## src/rtl/flag_unit.sv

```systemverilog
// flag_unit: architectural Z/V/N flag register fed from the EX-stage ALU,
// with the ID conditional-branch interlock and the sticky halt latch.
module flag_unit #(
  parameter int DATA_W = 16,
  parameter int OPC_W  = 4
) (
  input  logic              clk,
  input  logic              rst,
  input  logic              ex_valid,
  input  logic              ex_hold,
  input  logic [OPC_W-1:0]  ex_opcode,
  input  logic [DATA_W-1:0] ex_result,
  input  logic              ex_ovfl,
  input  logic [1:0]        id_branch,
  input  logic [2:0]        id_cond,
  output logic [2:0]        flags,
  output logic              branch_stall,
  output logic              halted
);

  localparam logic [OPC_W-1:0] OPC_ADD = OPC_W'(4'h0);
  localparam logic [OPC_W-1:0] OPC_SUB = OPC_W'(4'h1);
  localparam logic [OPC_W-1:0] OPC_XOR = OPC_W'(4'h2);
  localparam logic [OPC_W-1:0] OPC_SLL = OPC_W'(4'h4);
  localparam logic [OPC_W-1:0] OPC_SRA = OPC_W'(4'h5);
  localparam logic [OPC_W-1:0] OPC_ROR = OPC_W'(4'h6);
  localparam logic [OPC_W-1:0] OPC_HLT = OPC_W'(4'hF);
  localparam logic [2:0]       COND_ALWAYS = 3'b111;

  // Arithmetic ops own all three flags.
  function automatic logic writes_zvn(input logic [OPC_W-1:0] opc);
    return (opc == OPC_ADD) || (opc == OPC_SUB);
  endfunction

  // Logic/shift ops only touch Z; V and N carry over.
  function automatic logic writes_z_only(input logic [OPC_W-1:0] opc);
    return (opc == OPC_XOR) || (opc == OPC_SLL) ||
           (opc == OPC_SRA) || (opc == OPC_ROR);
  endfunction

  function automatic logic writes_flags(input logic [OPC_W-1:0] opc);
    return writes_zvn(opc) || writes_z_only(opc);
  endfunction

  logic signed [DATA_W-1:0] res_s;
  logic                     z_new;
  logic                     n_new;
  logic                     ex_adv;
  logic                     upd;
  logic                     unused_br_reg;

  // The result is consumed as a signed quantity: N is simply its sign.
  assign res_s  = ex_result;
  assign z_new  = (res_s == '0);
  assign n_new  = (res_s < 0);
  assign ex_adv = ex_valid & ~ex_hold;
  assign upd    = ex_adv & ~halted & writes_flags(ex_opcode);

  // Register target vs. immediate target is irrelevant to the flag hazard.
  assign unused_br_reg = id_branch[0];

  // Stall a conditional branch in ID while EX still owes it flags; the
  // bubble that follows clears the condition, so the stall is one cycle.
  assign branch_stall = id_branch[1] & (id_cond != COND_ALWAYS) & ex_valid &
                        ~halted & writes_flags(ex_opcode);

  // Flag register and halt latch, updated as EX instructions retire.
  always_ff @(posedge clk) begin
    if (rst) begin
      flags  <= 3'b000;
      halted <= 1'b0;
    end else begin
      if (upd) begin
        flags[2] <= z_new;
        if (writes_zvn(ex_opcode)) begin
          flags[1] <= ex_ovfl;
          flags[0] <= n_new;
        end
      end
      if (ex_adv && (ex_opcode == OPC_HLT)) begin
        halted <= 1'b1;
      end
    end
  end

endmodule

```

## config.mk

```make
export PLATFORM = sky130hd
export DESIGN_NAME = flag_unit
export DESIGN_NICKNAME = d
export VERILOG_FILES = /design/src/rtl/flag_unit.sv
export SDC_FILE = /design/constraint.sdc
export NUM_CORES = 1
export LEC_CHECK = 0
export BUFFER_PORTS_ARGS = -buffer_cell sky130_fd_sc_hd__buf_2
export CAP_MARGIN = 0
export CELL_PAD_IN_SITES_DETAIL_PLACEMENT = 1
export CELL_PAD_IN_SITES_GLOBAL_PLACEMENT = 1
export CORE_MARGIN = 2
export CORE_UTILIZATION = 14
export DETAILED_ROUTE_END_ITERATION = 10
export PLACE_DENSITY_LB_ADDON = 0.1
export SETUP_SLACK_MARGIN = 0.2
export SLEW_MARGIN = 20
export SYNTH_ARGS = -nofsm -noshare
export SYNTH_HDL_FRONTEND = slang
export SYNTH_SLANG_ARGS = --single-unit
export TNS_END_PERCENT = 30
```

## constraint.sdc

```tcl
create_clock -name clk -period 1.1 [get_ports clk]
set_input_delay 0.11 -clock clk [delete_from_list [all_inputs] [get_ports clk]]
set_output_delay 0.11 -clock clk [all_outputs]
set_load 0.05 [all_outputs]
```

# After elaboration in Yosys (flattened, before gate mapping)
# Index checks and enable logic that the tools add are counted.
# W data, S select, Z words.
# totals
mem_count	0
latchBits	0
romBits	0
ff_bits	4
ram_bits	0
wordCells	29
in_bits	30
out_inout_bits	5
# op_classes
eq_ne	7
shift	0
add_sub_neg	0
n_reduce_logical	9
mux	0
n_mul	0
n_lt_le_gt_ge	1
div_mod_pow	0
n_bitwise	9
# op_table
cell	n
$logic_not A16 Y1	1
$lt A16 B1 Y1 const B	1
$eq A4 B3 Y1 const B	3
$and A1 B1 Y1	7
$logic_or A1 B1 Y1	5
$eq A4 B1 Y1 const B	1
$eq A4 B2 Y1 const B	1
$eq A4 B4 Y1 const B	1
$logic_not A4 Y1	1
$ne A3 B3 Y1 const B	1
$not A1 Y1	2
$reduce_and A2 Y1	1
$logic_and A1 B1 Y1	1

# Depth between registers and ports, before layout
# depth
word_depth	7
mapped_depth	3
mapped_depth_nobuf	3

# Worst setup path before layout
# OpenSTA, ideal clock, no wires.
# synth_timing
path_kind	reg2out
start	register halted
end	output branch_stall
required_ns	0.990
n_path_buf	0
stages_incl_launch_ff	4
slack_ns	-0.508
arrival_ns	1.498
cell_sequence	dfxtp_1 or3b_1 a21oi_1 and3_1
# synth_between
elab_chain_len	3
# synth_rtl
item	line	text
from (decl)	18	output logic halted
from (signal assigned)	71	halted <= 1'b0;
from (signal assigned)	81	halted <= 1'b1;
$not A1 Y1	65	~halted & writes_flags(ex_opcode);
$and A1 B1 Y1	64	assign branch_stall = id_branch[1] & (id_cond != COND_ALWAYS) & ex_valid &
$and A1 B1 Y1	65	
to (decl)	17	output logic branch_stall,
# No other way between the ends.

# Final worst setup path
# Same ends and word-level chain as after synthesis.

==> impl_metrics.yaml <==
route:
  post_drt_wl_per_cell_um: 10.7
  drtAntennaViolNets: 0
  wl_met1_um: 348
  met2WireLength_um: 499
  vias: 438
  wl_um: 975
  routed-wl-met3_um: 112
  number_of_drc_violations_after_detailed_routing_iteration_0: 1
  drcViolationCount: 0
  maxUsedRoutingLayer: "met4"
  via_density: 4.81
  drt-pass1-iter-count: 2
worst_setup_path:
  crit_arrival_ns: 1.38
  worst_setup_path_end_kind: "primary output"
  worst_setup_start_kind: "flip-flop"
  timing.critical_path.cells: "or3b_4, a21oi_2, and3_4, buf_8"
  timing.reg2reg.worst_path_depth: 6
  timing.critical_path.depth: 4
  critical_path.max_stage_delay_ns: 0.37
  crit_type: "flip-flop to primary output"
  worst_path_required_ns: 0.99
  path_delay_family: "simple AND/OR/NAND/NOR gates"
  crit_buf_inv: 1
  crit_path_max_fanout: 2
  timing.critical_path.slowest_stage_cell: "or3b_4"
die:
  die_width_um: 45.0
  total_die_area_mm2: 0.00202
  height_of_the_die_um: 45.0
  pin_count: 35
  fp-row-count: 14
  fp.coreArea_mm2: 0.00154
  floorplan.initialDensity_pct: 15.3
pwr:
  switchingPower_uw: 122
  pwr-share-clk_pct: 43.2
  seq_power_share_pct: 30.7
  power.density_mw_per_mm2: 830
  combPwrFrac_pct: 26.1
  p_sw_share_pct: 25.6
  total_leakage_power_nw: 0.267
  intPower_uw: 354
  vdd_drop_max_mv: 0.338
timing:
  finalSetupViolations: 3
  slew_headroom_pct: 82.4
  min_period_ns: 1.49
  final-hold-violation-count: 0
  max_clock_freq_mhz: 672
  max_slew.worst_pin.slew_ns: 0.262
  final_min_period_over_clock_period_pct: 135
  drv_slew: 0
  finalWorstSetupSlack_ns: -0.388
  rsz0062_at_grt: "true"
  final.setup_skew_ns: 0.00973
  setup_tns_ns: -0.889
global_route:
  largest_net_degree_at_the_start_of_global_routing: 6
  first_global_vias: 405
  grt_use_total_pct: 10.8
  antenna_found_initial: 0
  grt_first_pass_wirelength_mm: 1.52
  grt_overflow: 0
synth:
  synth_top_area_cells: "dfxtp_1, a21oi_1, nand3_1"
  synth_area_leader_cell: "dfxtp_1"
  netlist.area_leader.share_pct: 34.0
  synthCells: 31
  seq_total_area_yosys_pct: 34.0
  synth.cell_area_um2: 235
  synth-seq-cells: 4
  avgSynthCellArea_um2: 7.59
  synth.yosys.warnings: 0
  synth_nets: 61
  netlist_cell_types: 17
clocking:
  cts-root-to-sink-buffers: 2
  cts-root-buf: "clkbuf_4"
  htree_levels: 1
  cts_clock_pin_slew_for_the_worst_setup_and_hold_paths_ns: 0.04
  cts_made_buffers: 3
  latest_clock_arrival_within_the_worst_skew_pair_ns: 0.24
  cts_tree: "built"
  clkSinkCount: 4
layout:
  design.final.nets: 106
  most_used_cells_in_the_layout_excluding_fill_and_tap_cells: "buf_2, buf_6, buf_4"
  filler_cell_count: 195
  area_added_between_synthesis_and_finish_pct: 144
  final_cell_area_um2: 573
  layout_commonest_cell: "buf_2"
  num_antenna_cells: 0
  fin_util_pct: 37.2
  post_route_cells_drive_above_1_share_pct: 66.7
place:
  io_buffer_count: 33
  placement.cell_area_um2: 467
  finalWeightedCongestion: 0.588
min_path:
  hold_path_depth: 2
  worstHoldPathType: "primary input to flip-flop"
outcome:
  status: "complete, but fails checks"
  failing_checks: "negative setup slack"
run:
  cap_viol_max_count: 0
[metrics by stage]
step / worst slack, ns / instances / hold slack [ns] / total power, mW
after floorplan: -0.180 / 31 / 0.173 / 0.177
after global placement: -0.228 / 85 / 0.343 / 0.251
after detailed placement: -0.253 / 85 / 0.343 / 0.252
after CTS: -0.410 / 90 / 0.0793 / 0.484
after global routing: -0.454 / 91 / 0.0878 / 0.515
final: -0.388 / 91 / 0.0896 / 0.476
[registers in the layout, summed over array words and instances (netlist names)]
name	flops
flags	3
halted	1
[metal layers]
layer / global-route usage (%) / vias to the layer above
li1: - / 214
met1: 10.2 / 197
met2: 18.6 / 25
met3: 4.00 / 2
met4: 8.82 / 0
met5: 0 / -
[synthesized netlist by cell type, drive strengths merged]
cell   n
a211o  1
a21oi  4
a31oi  1
and3   1
and4b  1
dfxtp  4
inv    1
nand3  4
nand4  1
nor2   2
nor3   2
nor3b  1
nor4   3
o21ai  3
or3    1
or3b   1
[logic make-up (layout without fill, tap and decap cells)]
kind of cell    Yosys count  count (layout)  share of synthesized area [%]
compound gates            9               9                           21.3
simple gates             17              17                           43.1
buf+inv                   1              45                           1.59
flops                     4               4                           34.0
[cell type report]
| class | instances | area, µm² | area share, % |
|---|---|---|---|
| Multi-Input combinational cell | 26 | 175 | 30.6 |
| Tap cell | 16 | 20.0 | 3.49 |
| Timing Repair Buffer | 40 | 264 | 46.1 |
| Clock buffer | 4 | 26.3 | 4.59 |
| Inverter | 1 | 3.75 | 0.655 |
| Sequential cell | 4 | 83.8 | 14.6 |
[worst paths after layout]
kind | end | slack, ns | start
setup / recovery | branch_stall | -0.39 | halted
hold / removal | halted | 0.09 | rst
setup reg to reg | flags[0] | -0.26 | halted
hold reg to reg | flags[1] | 0.48 | flags[1]
[power groups by stage]
stage	logic, mW	registers [mW]	clock network [mW]
finish	0.124	0.146	0.206
global route	0.137	0.146	0.232
CTS	0.120	0.146	0.219
detailed placement	0.104	0.148	0
global placement	0.103	0.148	0
floorplan	0.0242	0.153	0
[repair_timing]
action	in CTS	in global routing
setup buffers	1	1
cloned	0	0
hold buffers	0	0
pin swaps	6	2
setup endpoints to repair	8	8
resized for setup	16	5
[worst register-to-register path, stage by stage, from the launching register on]
cell     delay, ns
dfxtp_4       0.33
or3b_4        0.37
buf_4         0.14
buf_6         0.10
buf_6         0.11
o21ai_2       0.11
a21oi_1       0.07
Power figures use the tool's default switching activity.
